**src/rtl/gb_cpu_fetch_ctrl_if.sv**
```systemverilog
// Sequencer/decoder-facing bundle of the fetch controller: fetch strobe, opcode bus,
// instruction-side pulses, IE/IF views and the decoder/IRQ outputs.
interface gb_cpu_fetch_ctrl_if #(
    parameter int NUM_IRQ = 5
);
    logic               fetch_en;
    logic [7:0]         mem_rdata;
    logic               cb_exec;
    logic               halt_exec;
    logic               ei_exec;
    logic               di_exec;
    logic               reti_exec;
    logic [NUM_IRQ-1:0] ie;
    logic [NUM_IRQ-1:0] if_flags;
    logic [7:0]         opcode;
    logic               cb_prefix;
    logic               isr_cmd;
    logic [7:0]         isr_vector;
    logic [NUM_IRQ-1:0] if_clr;
    logic               pc_inc;
    logic               ime;
    logic               halted;

    modport master (
        output fetch_en, mem_rdata, cb_exec, halt_exec, ei_exec, di_exec, reti_exec,
               ie, if_flags,
        input  opcode, cb_prefix, isr_cmd, isr_vector, if_clr, pc_inc, ime, halted
    );

    modport slave (
        input  fetch_en, mem_rdata, cb_exec, halt_exec, ei_exec, di_exec, reti_exec,
               ie, if_flags,
        output opcode, cb_prefix, isr_cmd, isr_vector, if_clr, pc_inc, ime, halted
    );
endinterface

```
**src/rtl/gb_cpu_fetch_ctrl.sv**
```systemverilog
// Fetch/IRQ-dispatch controller: IR latch, IME + EI delay, HALT, priority IRQ select; GB_CPU_HALT_BUG_EN adds the DMG HALT bug.
// All outputs registered on the fetch_en edge (pulses last one cycle); no backpressure, sequencer stalls while halted.
module gb_cpu_fetch_ctrl #(
    parameter int         NUM_IRQ      = 5,
    parameter logic [7:0] RESET_OPCODE = 8'h00
) (
    input  logic               clk,
    input  logic               reset,
    gb_cpu_fetch_ctrl_if.slave bus
);
    typedef enum logic {ST_RUN, ST_HALT} state_e;

    state_e             state_q, state_d;
    logic [7:0]         opcode_q, opcode_d;
    logic               cb_q, cb_d;
    logic               isr_q, isr_d;
    logic [7:0]         vec_q, vec_d;
    logic [NUM_IRQ-1:0] if_clr_q, if_clr_d;
    logic               pc_inc_q, pc_inc_d;
    logic               ime_q, ime_d;
    logic               ei_s1_q, ei_s1_d;
    logic               ei_s2_q, ei_s2_d;

    logic [NUM_IRQ-1:0] pending;
    logic [NUM_IRQ-1:0] irq_onehot;
    logic [7:0]         irq_vec;
    logic               ime_eff;
    logic               irq_ok;
    logic               halt_bug;

    assign pending = bus.ie & bus.if_flags;
    assign ime_eff = ime_q | ei_s2_q;
    assign irq_ok  = ime_eff & (|pending) & ~bus.cb_exec;

`ifdef GB_CPU_HALT_BUG_EN
    // HALT with interrupts disabled but already pending: fetch proceeds, PC does not advance
    assign halt_bug = bus.halt_exec & ~ime_eff & (|pending);
`else
    assign halt_bug = 1'b0;
`endif

    // Scan from the top so the lowest pending index (highest priority) wins
    always_comb begin
        irq_onehot = '0;
        irq_vec    = 8'h40;
        for (int i = NUM_IRQ - 1; i >= 0; i--) begin
            if (pending[i]) begin
                irq_onehot    = '0;
                irq_onehot[i] = 1'b1;
                irq_vec       = 8'h40 + 8'(i * 8);
            end
        end
    end

    always_comb begin
        state_d  = state_q;
        opcode_d = opcode_q;
        cb_d     = cb_q;
        isr_d    = isr_q;
        vec_d    = vec_q;
        if_clr_d = '0;
        pc_inc_d = 1'b0;
        ime_d    = ime_q;
        ei_s1_d  = ei_s1_q;
        ei_s2_d  = ei_s2_q;
        case (state_q)
            ST_RUN: begin
                if (bus.fetch_en) begin
                    ei_s2_d = ei_s1_q;
                    ei_s1_d = 1'b0;
                    if (ei_s2_q) begin
                        ime_d = 1'b1;
                    end
                    if (bus.halt_exec && !(|pending)) begin
                        state_d = ST_HALT;
                    end else if (irq_ok) begin
                        // Opcode byte is latched but not consumed; it is refetched after RETI
                        isr_d    = 1'b1;
                        cb_d     = 1'b0;
                        opcode_d = bus.mem_rdata;
                        vec_d    = irq_vec;
                        if_clr_d = irq_onehot;
                        ime_d    = 1'b0;
                        ei_s1_d  = 1'b0;
                        ei_s2_d  = 1'b0;
                    end else begin
                        opcode_d = bus.mem_rdata;
                        cb_d     = bus.cb_exec;
                        isr_d    = 1'b0;
                        pc_inc_d = ~halt_bug;
                    end
                end
            end
            ST_HALT: begin
                if (|pending) begin
                    state_d = ST_RUN;
                end
            end
            default: state_d = ST_RUN;
        endcase
        if (bus.ei_exec) begin
            ei_s1_d = 1'b1;
        end
        if (bus.reti_exec) begin
            ime_d = 1'b1;
        end
        // DI wins over EI and RETI landing on the same edge
        if (bus.di_exec) begin
            ime_d   = 1'b0;
            ei_s1_d = 1'b0;
            ei_s2_d = 1'b0;
        end
    end

    always_ff @(posedge clk) begin
        if (reset) begin
            state_q  <= ST_RUN;
            opcode_q <= RESET_OPCODE;
            cb_q     <= 1'b0;
            isr_q    <= 1'b0;
            vec_q    <= 8'h40;
            if_clr_q <= '0;
            pc_inc_q <= 1'b0;
            ime_q    <= 1'b0;
            ei_s1_q  <= 1'b0;
            ei_s2_q  <= 1'b0;
        end else begin
            state_q  <= state_d;
            opcode_q <= opcode_d;
            cb_q     <= cb_d;
            isr_q    <= isr_d;
            vec_q    <= vec_d;
            if_clr_q <= if_clr_d;
            pc_inc_q <= pc_inc_d;
            ime_q    <= ime_d;
            ei_s1_q  <= ei_s1_d;
            ei_s2_q  <= ei_s2_d;
        end
    end

    assign bus.opcode     = opcode_q;
    assign bus.cb_prefix  = cb_q;
    assign bus.isr_cmd    = isr_q;
    assign bus.isr_vector = vec_q;
    assign bus.if_clr     = if_clr_q;
    assign bus.pc_inc     = pc_inc_q;
    assign bus.ime        = ime_q;
    assign bus.halted     = (state_q == ST_HALT);
endmodule

```
**src/flat_wrapper.sv**
```systemverilog
// flat-port wrapper written by rule: the top's interface ports become plain ports
module gb_cpu_fetch_ctrl_flat 
#(
    parameter int         NUM_IRQ      = 5,
    parameter logic [7:0] RESET_OPCODE = 8'h00
)
  (clk, reset, bus_fetch_en, bus_mem_rdata, bus_cb_exec, bus_halt_exec, bus_ei_exec, bus_di_exec, bus_reti_exec, bus_ie, bus_if_flags, bus_opcode, bus_cb_prefix, bus_isr_cmd, bus_isr_vector, bus_if_clr, bus_pc_inc, bus_ime, bus_halted);
  gb_cpu_fetch_ctrl_if #(.NUM_IRQ(NUM_IRQ)) bus_i ();
  input  logic clk;
  input  logic reset;
  input wire logic [$bits(bus_i.fetch_en)-1:0] bus_fetch_en;
  input wire logic [$bits(bus_i.mem_rdata)-1:0] bus_mem_rdata;
  input wire logic [$bits(bus_i.cb_exec)-1:0] bus_cb_exec;
  input wire logic [$bits(bus_i.halt_exec)-1:0] bus_halt_exec;
  input wire logic [$bits(bus_i.ei_exec)-1:0] bus_ei_exec;
  input wire logic [$bits(bus_i.di_exec)-1:0] bus_di_exec;
  input wire logic [$bits(bus_i.reti_exec)-1:0] bus_reti_exec;
  input wire logic [$bits(bus_i.ie)-1:0] bus_ie;
  input wire logic [$bits(bus_i.if_flags)-1:0] bus_if_flags;
  output wire logic [$bits(bus_i.opcode)-1:0] bus_opcode;
  output wire logic [$bits(bus_i.cb_prefix)-1:0] bus_cb_prefix;
  output wire logic [$bits(bus_i.isr_cmd)-1:0] bus_isr_cmd;
  output wire logic [$bits(bus_i.isr_vector)-1:0] bus_isr_vector;
  output wire logic [$bits(bus_i.if_clr)-1:0] bus_if_clr;
  output wire logic [$bits(bus_i.pc_inc)-1:0] bus_pc_inc;
  output wire logic [$bits(bus_i.ime)-1:0] bus_ime;
  output wire logic [$bits(bus_i.halted)-1:0] bus_halted;
  assign bus_i.fetch_en = bus_fetch_en;
  assign bus_i.mem_rdata = bus_mem_rdata;
  assign bus_i.cb_exec = bus_cb_exec;
  assign bus_i.halt_exec = bus_halt_exec;
  assign bus_i.ei_exec = bus_ei_exec;
  assign bus_i.di_exec = bus_di_exec;
  assign bus_i.reti_exec = bus_reti_exec;
  assign bus_i.ie = bus_ie;
  assign bus_i.if_flags = bus_if_flags;
  assign bus_opcode = bus_i.opcode;
  assign bus_cb_prefix = bus_i.cb_prefix;
  assign bus_isr_cmd = bus_i.isr_cmd;
  assign bus_isr_vector = bus_i.isr_vector;
  assign bus_if_clr = bus_i.if_clr;
  assign bus_pc_inc = bus_i.pc_inc;
  assign bus_ime = bus_i.ime;
  assign bus_halted = bus_i.halted;
  gb_cpu_fetch_ctrl #(.NUM_IRQ(NUM_IRQ), .RESET_OPCODE(RESET_OPCODE)) u_core (.clk(clk), .reset(reset), .bus(bus_i));
endmodule
```
**config.mk**
```make
export PLATFORM = sky130hd
export DESIGN_NAME = gb_cpu_fetch_ctrl_flat
export DESIGN_NICKNAME = d
export VERILOG_FILES = /design/src/rtl/gb_cpu_fetch_ctrl_if.sv /design/src/rtl/gb_cpu_fetch_ctrl.sv /design/src/flat_wrapper.sv
export SDC_FILE = /design/constraint.sdc
export NUM_CORES = 1
export LEC_CHECK = 0
export ABC_AREA = 1
export CORE_ASPECT_RATIO = 0.75
export CORE_UTILIZATION = 34
export DETAILED_ROUTE_END_ITERATION = 16
export PLACE_DENSITY = 0.72
export SLEW_MARGIN = 20
export SYNTH_ARGS = -nofsm -noshare
export SYNTH_HDL_FRONTEND = slang
export SYNTH_SLANG_ARGS = --single-unit
export TNS_END_PERCENT = 30
```
**constraint.sdc**
```tcl
create_clock -name clk -period 2.5 [get_ports clk]
set_input_delay 0.75 -clock clk [delete_from_list [all_inputs] [get_ports clk]]
set_output_delay 0.75 -clock clk [all_outputs]
set_load 0.02 [all_outputs]
```
==> flow_summary.toml, run 1 <==
[clock_network]
clk_latency_ns = 0.26
clockBufferDepth = 2
clkTransAtPathRegs_ns = 0.08
cts_hold_buf = 0
cts_setup_buffers = 0
cts-resized-gates = 0
h-tree-depth = 1
cts_tree = "yes"
numCtsBuffers = 3
cts_sinks = 23
root_buffer = "clkbuf_8"

[die]
ioPinCount = 52
die_h_microns = 47.7
num_rows = 16
core_sq_um = 2620
die_w_microns = 62.9
dieArea_sq_um = 3000
start_util = 0.361

[sta]
slew_violations = 0
finalSetupViolCount = 0
timing.final.crit_period_ns = 1.99
fin_worst_skew_ns = 0.00249
hold_viol_final = 0
hold_ws_ns = 0.484
clock.fmax_mhz = 503
tns_ns = 0
rsz0062_at_grt = "false"
timing.final.crit_share = 0.795

[power_and_ir_drop]
vdd_drop_max_mv = 0.337
power_w = 0.000781
leakage_nw = 0.606
power.density_nw_per_um2 = 537

[synthesis]
synth_warnings = 0
avgSynthCellArea_sq_um = 7.69
async_flop_share = 0
yosys_most_used_dff = "dfxtp_1"
netlist-cell-type-count = 18
synth-edff-count = 0
ys_seq_area_frac = 0.487
synth-seq-cells = 23
netlist_area_sq_um = 946
syn_inst = 123

[grt]
grt_util_all_layers = 0.152
grt_pass1_vias = 751
grt_first_pass_wirelength_microns = 3310
overflow = 0
antenna_found_initial = 0
grt_max_degree = 17

[setup_path]
worstPathRequired_ns = 1.75
crit_type = "flip-flop to output port"
worstSetupStartpointType = "flip-flop"
cp.arrival_ns = 1.24
path_cells = "clkdlybuf4s50_1"
crit_buf_inv = 1
critPathMaxFanout = 3
slowest_stage = "clkdlybuf4s50_1"
endpoint_kind = "output port"
slowest_delay_ns = 0.62
crit_family = "buffers and inverters"

[cells_and_area]
num-fill-cells = 244
finalInstanceArea_sq_um = 1460
antenna_cells = 0
drive_gt1_frac = 0.0888
area_growth_pct = 53.8
final_nets = 196
stdcell_count = 205

[routing]
routed_wl_microns = 2080
wire_per_inst_microns = 10.2
vias = 881
drcViolationCount = 0
viasPerCell = 4.30
ant_nets = 0
first_iter_violations = 36
first_pass_iters = 4

[placement]
gp_congestion = 0.809
dpl_cell_area_sq_um = 1410
place_hpwl_microns = 1660
io_buffers = 46
dp_cells = 201

[min_path]
min_path_type = "flip-flop to flip-flop"

[run_status]
outcome = "completed"

[flow_run]
cap_violations = 0
==> stage by stage <==
step,utilization,setup slack (ns)
5_1_grt,0.555,0.380
6_report,0.555,0.512
3_5_place_dp,0.537,0.281
3_3_place_gp,0.537,0.308
4_1_cts,0.555,0.499
2_1_floorplan,-,0.937
==> layout make-up <==
class / count / area (sq um) / share of cell area
multi-input cells: 85 / 402 / 0.276
repair buffers: 46 / 460 / 0.316
flip-flops and latches: 23 / 460 / 0.316
inverters: 11 / 41.3 / 0.0284
well taps: 36 / 45.0 / 0.0310
clock buffers: 3 / 41.3 / 0.0284
clock inverters: 1 / 5.00 / 0.00344
==> report_power, final <==
part	internal (W)	leakage, nW	switching, W
combinational	0.0000807	0.392	0.0000845
clock	0.000111	0.0255	0.000113
sequential	0.000384	0.188	0.00000826
==> state kept, by name (all words and copies together) (netlist names) <==
| signal | flops |
|---|---|
| u_core.ei_s1_q | 1 |
| u_core.ei_s2_q | 1 |
| u_core.bus.opcode | 8 |
| u_core.bus.ime | 1 |
| u_core.bus.pc_inc | 1 |
| u_core.bus.halted | 1 |
| u_core.bus.cb_prefix | 1 |
| u_core.bus.if_clr | 5 |
| u_core.bus.isr_vector | 3 |
| u_core.bus.isr_cmd | 1 |
==> cells in the mapped netlist, types with 2 or more instances <==
| master | instances | area, sq um |
|---|---|---|
| a21oi_1 | 6 | 30.0 |
| buf_4 | 5 | 37.5 |
| conb_1 | 2 | 7.51 |
| dfxtp_1 | 23 | 460 |
| inv_1 | 10 | 37.5 |
| nand2_1 | 17 | 63.8 |
| nand2_2 | 5 | 31.3 |
| nand3_1 | 3 | 15.0 |
| nand3_2 | 2 | 20.0 |
| nor2_1 | 30 | 113 |
| nor2_4 | 2 | 22.5 |
| nor3_1 | 2 | 10.0 |
| o21ai_0 | 11 | 55.1 |
==> cells by family (layout without fill, tap and decap cells) <==
kind of cell    after synthesis  count (layout)  share of synthesized area
flops                        23              23                      0.487
other cells                   2               5                    0.00794
compound gates               18              18                     0.0952
buf+inv                      18              61                      0.101
simple gates                 62              62                      0.310
==> cell usage in the layout (no fill, tap or decap), drive strengths merged <==
master,synthesis,routed
clkdlybuf4s50,0,46
inv,11,11
nand3,6,6
o21ai,12,12
conb,2,5
clkbuf,0,3
a21oi,6,6
dfxtp,23,23
clkinv,0,1
nand2,22,22
nor3,2,2
nor2,32,32
==> worst paths after layout <==
| kind | start | endpoint | slack, ns | cells past startpoint |
|---|---|---|---|---|
| worst max-delay path | u_core.bus.ime | bus_ime | 0.51 | 1 |
| worst max register to register | u_core.bus.halted | u_core.bus.isr_vector[5] | 1.24 | 7 |
| worst min-delay path | u_core.bus.isr_vector[5] | u_core.bus.isr_vector[5] | 0.48 | 2 |
| worst min register to register | u_core.bus.isr_vector[5] | u_core.bus.isr_vector[5] | 0.48 | 2 |
==> per-layer routing <==
layer	track usage	part of all wire	up-vias
met1	0.169	0.47	385
met4	0.0837	0.013	0
met3	0.0429	0.058	2
met5	0	0	-
met2	0.277	0.46	31
li1	-	-	463
Note: power is estimated with default switching activity, not from simulation.
==> inputs of run 2 (changes only) <==
- clock period: 2.5 -> 1.84 ns (I/O delays scaled with it)
==> flow_summary.toml, run 2 (synthesis results as in run 1) <==
[setup_path]
reg2regPathDepth = 7
r2r_start = "u_core.bus.halted"
cp.arrival_ns = 1.23
cp-startpoint = "u_core.bus.ime"
worstSetupStartpointType = "flip-flop"
worstPathRequired_ns = 1.29
worst_r2r_endpoint = "u_core.bus.isr_vector[5]"
path_cells = "clkdlybuf4s50_1"
critPathMaxFanout = 3
crit_type = "flip-flop to output port"
crit_family = "buffers and inverters"
setup.worst_path.end = "bus_ime"
crit_buf_inv = 1
reg2reg_slack_ns = 0.70
cp.depth = 1
endpoint_kind = "output port"
slowest_delay_ns = 0.61
slowest_stage = "clkdlybuf4s50_1"

[clock_network]
numCtsBuffers = 3
clockBufferDepth = 2
cts-resized-gates = 0
cts_hold_buf = 0
cts_tree = "yes"
clkTransAtPathRegs_ns = 0.08
clk_latency_ns = 0.26
h-tree-depth = 1
cts_sinks = 23
cts_setup_buffers = 0
root_buffer = "clkbuf_8"

[cells_and_area]
antenna_cells = 0
final_util = 0.583
drive_gt1_frac = 0.140
area_growth_pct = 61.8
largest_reg_flops = 8
mostFrequentLayoutCells = "46 x clkdlybuf4s50_1, 30 x nor2_1, 23 x dfxtp_1"
layout_commonest_cell = "clkdlybuf4s50_1"
num-fill-cells = 251
final_nets = 206

[sta]
clock.fmax_mhz = 561
hold_viol_final = 0
timing.final.crit_share = 0.970
tns_ns = 0
rsz0062_at_grt = "false"
slew_violations = 0
finalSetupViolCount = 0
fin_worst_skew_ns = 0.000839
timing.final.crit_period_ns = 1.78

[die]
ioPinCount = 52
num_rows = 16
dieArea_sq_um = 3000
core_sq_um = 2620
die_w_microns = 62.9
die_h_microns = 47.7
start_util = 0.361

[grt]
grt_pass1_vias = 870
antenna_found_initial = 0
overflow = 0
grt_max_degree = 17
grt_first_pass_wirelength_microns = 3670
grt_util_all_layers = 0.163

[power_and_ir_drop]
leakage_nw = 0.653
power.density_nw_per_um2 = 708
vdd_drop_max_mv = 0.530
power_w = 0.00108

[routing]
wire_per_inst_microns = 10.5
first_pass_iters = 4
ant_nets = 0
first_iter_violations = 34
viasPerCell = 4.44
routed_wl_microns = 2250
drcViolationCount = 0
vias = 954

[placement]
gp_congestion = 0.784
place_hpwl_microns = 1830
io_buffers = 46

[run_status]
outcome = "completed"

[min_path]
min_path_type = "flip-flop to flip-flop"

[flow_run]
cap_violations = 0
==> run 2: metrics by stage <==
step | area (sq um) | instances | hold WS, ns | worst slack (ns)
after floorplan | 957 | 126 | 0.438 | 0.475
after CTS | 1530 | 215 | 0.476 | 0.0468
after detailed placement | 1480 | 211 | 0.470 | -0.116
final | 1530 | 215 | 0.486 | 0.0560
after global routing | 1530 | 215 | 0.506 | 0.000540
after global placement | 1480 | 211 | 0.446 | -0.0425
==> run 2: worst min path at each step <==
stage | cells past startpoint | slack [ns] | endpoint | startpoint
after CTS | 2 | 0.48 | u_core.ei_s2_q | u_core.ei_s1_q
after floorplan | 2 | 0.44 | u_core.ei_s2_q | u_core.ei_s1_q
after global routing | 2 | 0.51 | u_core.bus.opcode[7] | u_core.bus.opcode[7]
after detailed placement | 2 | 0.47 | u_core.ei_s2_q | u_core.ei_s1_q
final | 2 | 0.49 | u_core.ei_s2_q | u_core.ei_s1_q
after global placement | 2 | 0.45 | u_core.ei_s2_q | u_core.ei_s1_q
==> run 2: power breakdown <==
part           internal, W  switching, W  total (W)
Sequential        0.000521     0.0000115   0.000533
Clock             0.000151      0.000154   0.000304
Combinational     0.000127      0.000119   0.000246
Total             0.000799      0.000284    0.00108
==> run 2: metal layers <==
metal | track usage | vias up | wire (microns)
met5 | 0 | - | 0
met4 | 0.0558 | 0 | 19
met3 | 0.0429 | 2 | 126
met2 | 0.318 | 34 | 1060
met1 | 0.179 | 436 | 1050
li1 | - | 482 | -
==> run 2: area by class of cell <==
class / instances / area, sq um / area share
flip-flops and latches: 23 / 460 / 0.301
clock inverters: 1 / 5.00 / 0.00327
inverters: 11 / 41.3 / 0.0270
multi-input cells: 85 / 402 / 0.262
clock buffers: 3 / 41.3 / 0.0270
well taps: 36 / 45.0 / 0.0294
repair buffers: 56 / 536 / 0.350
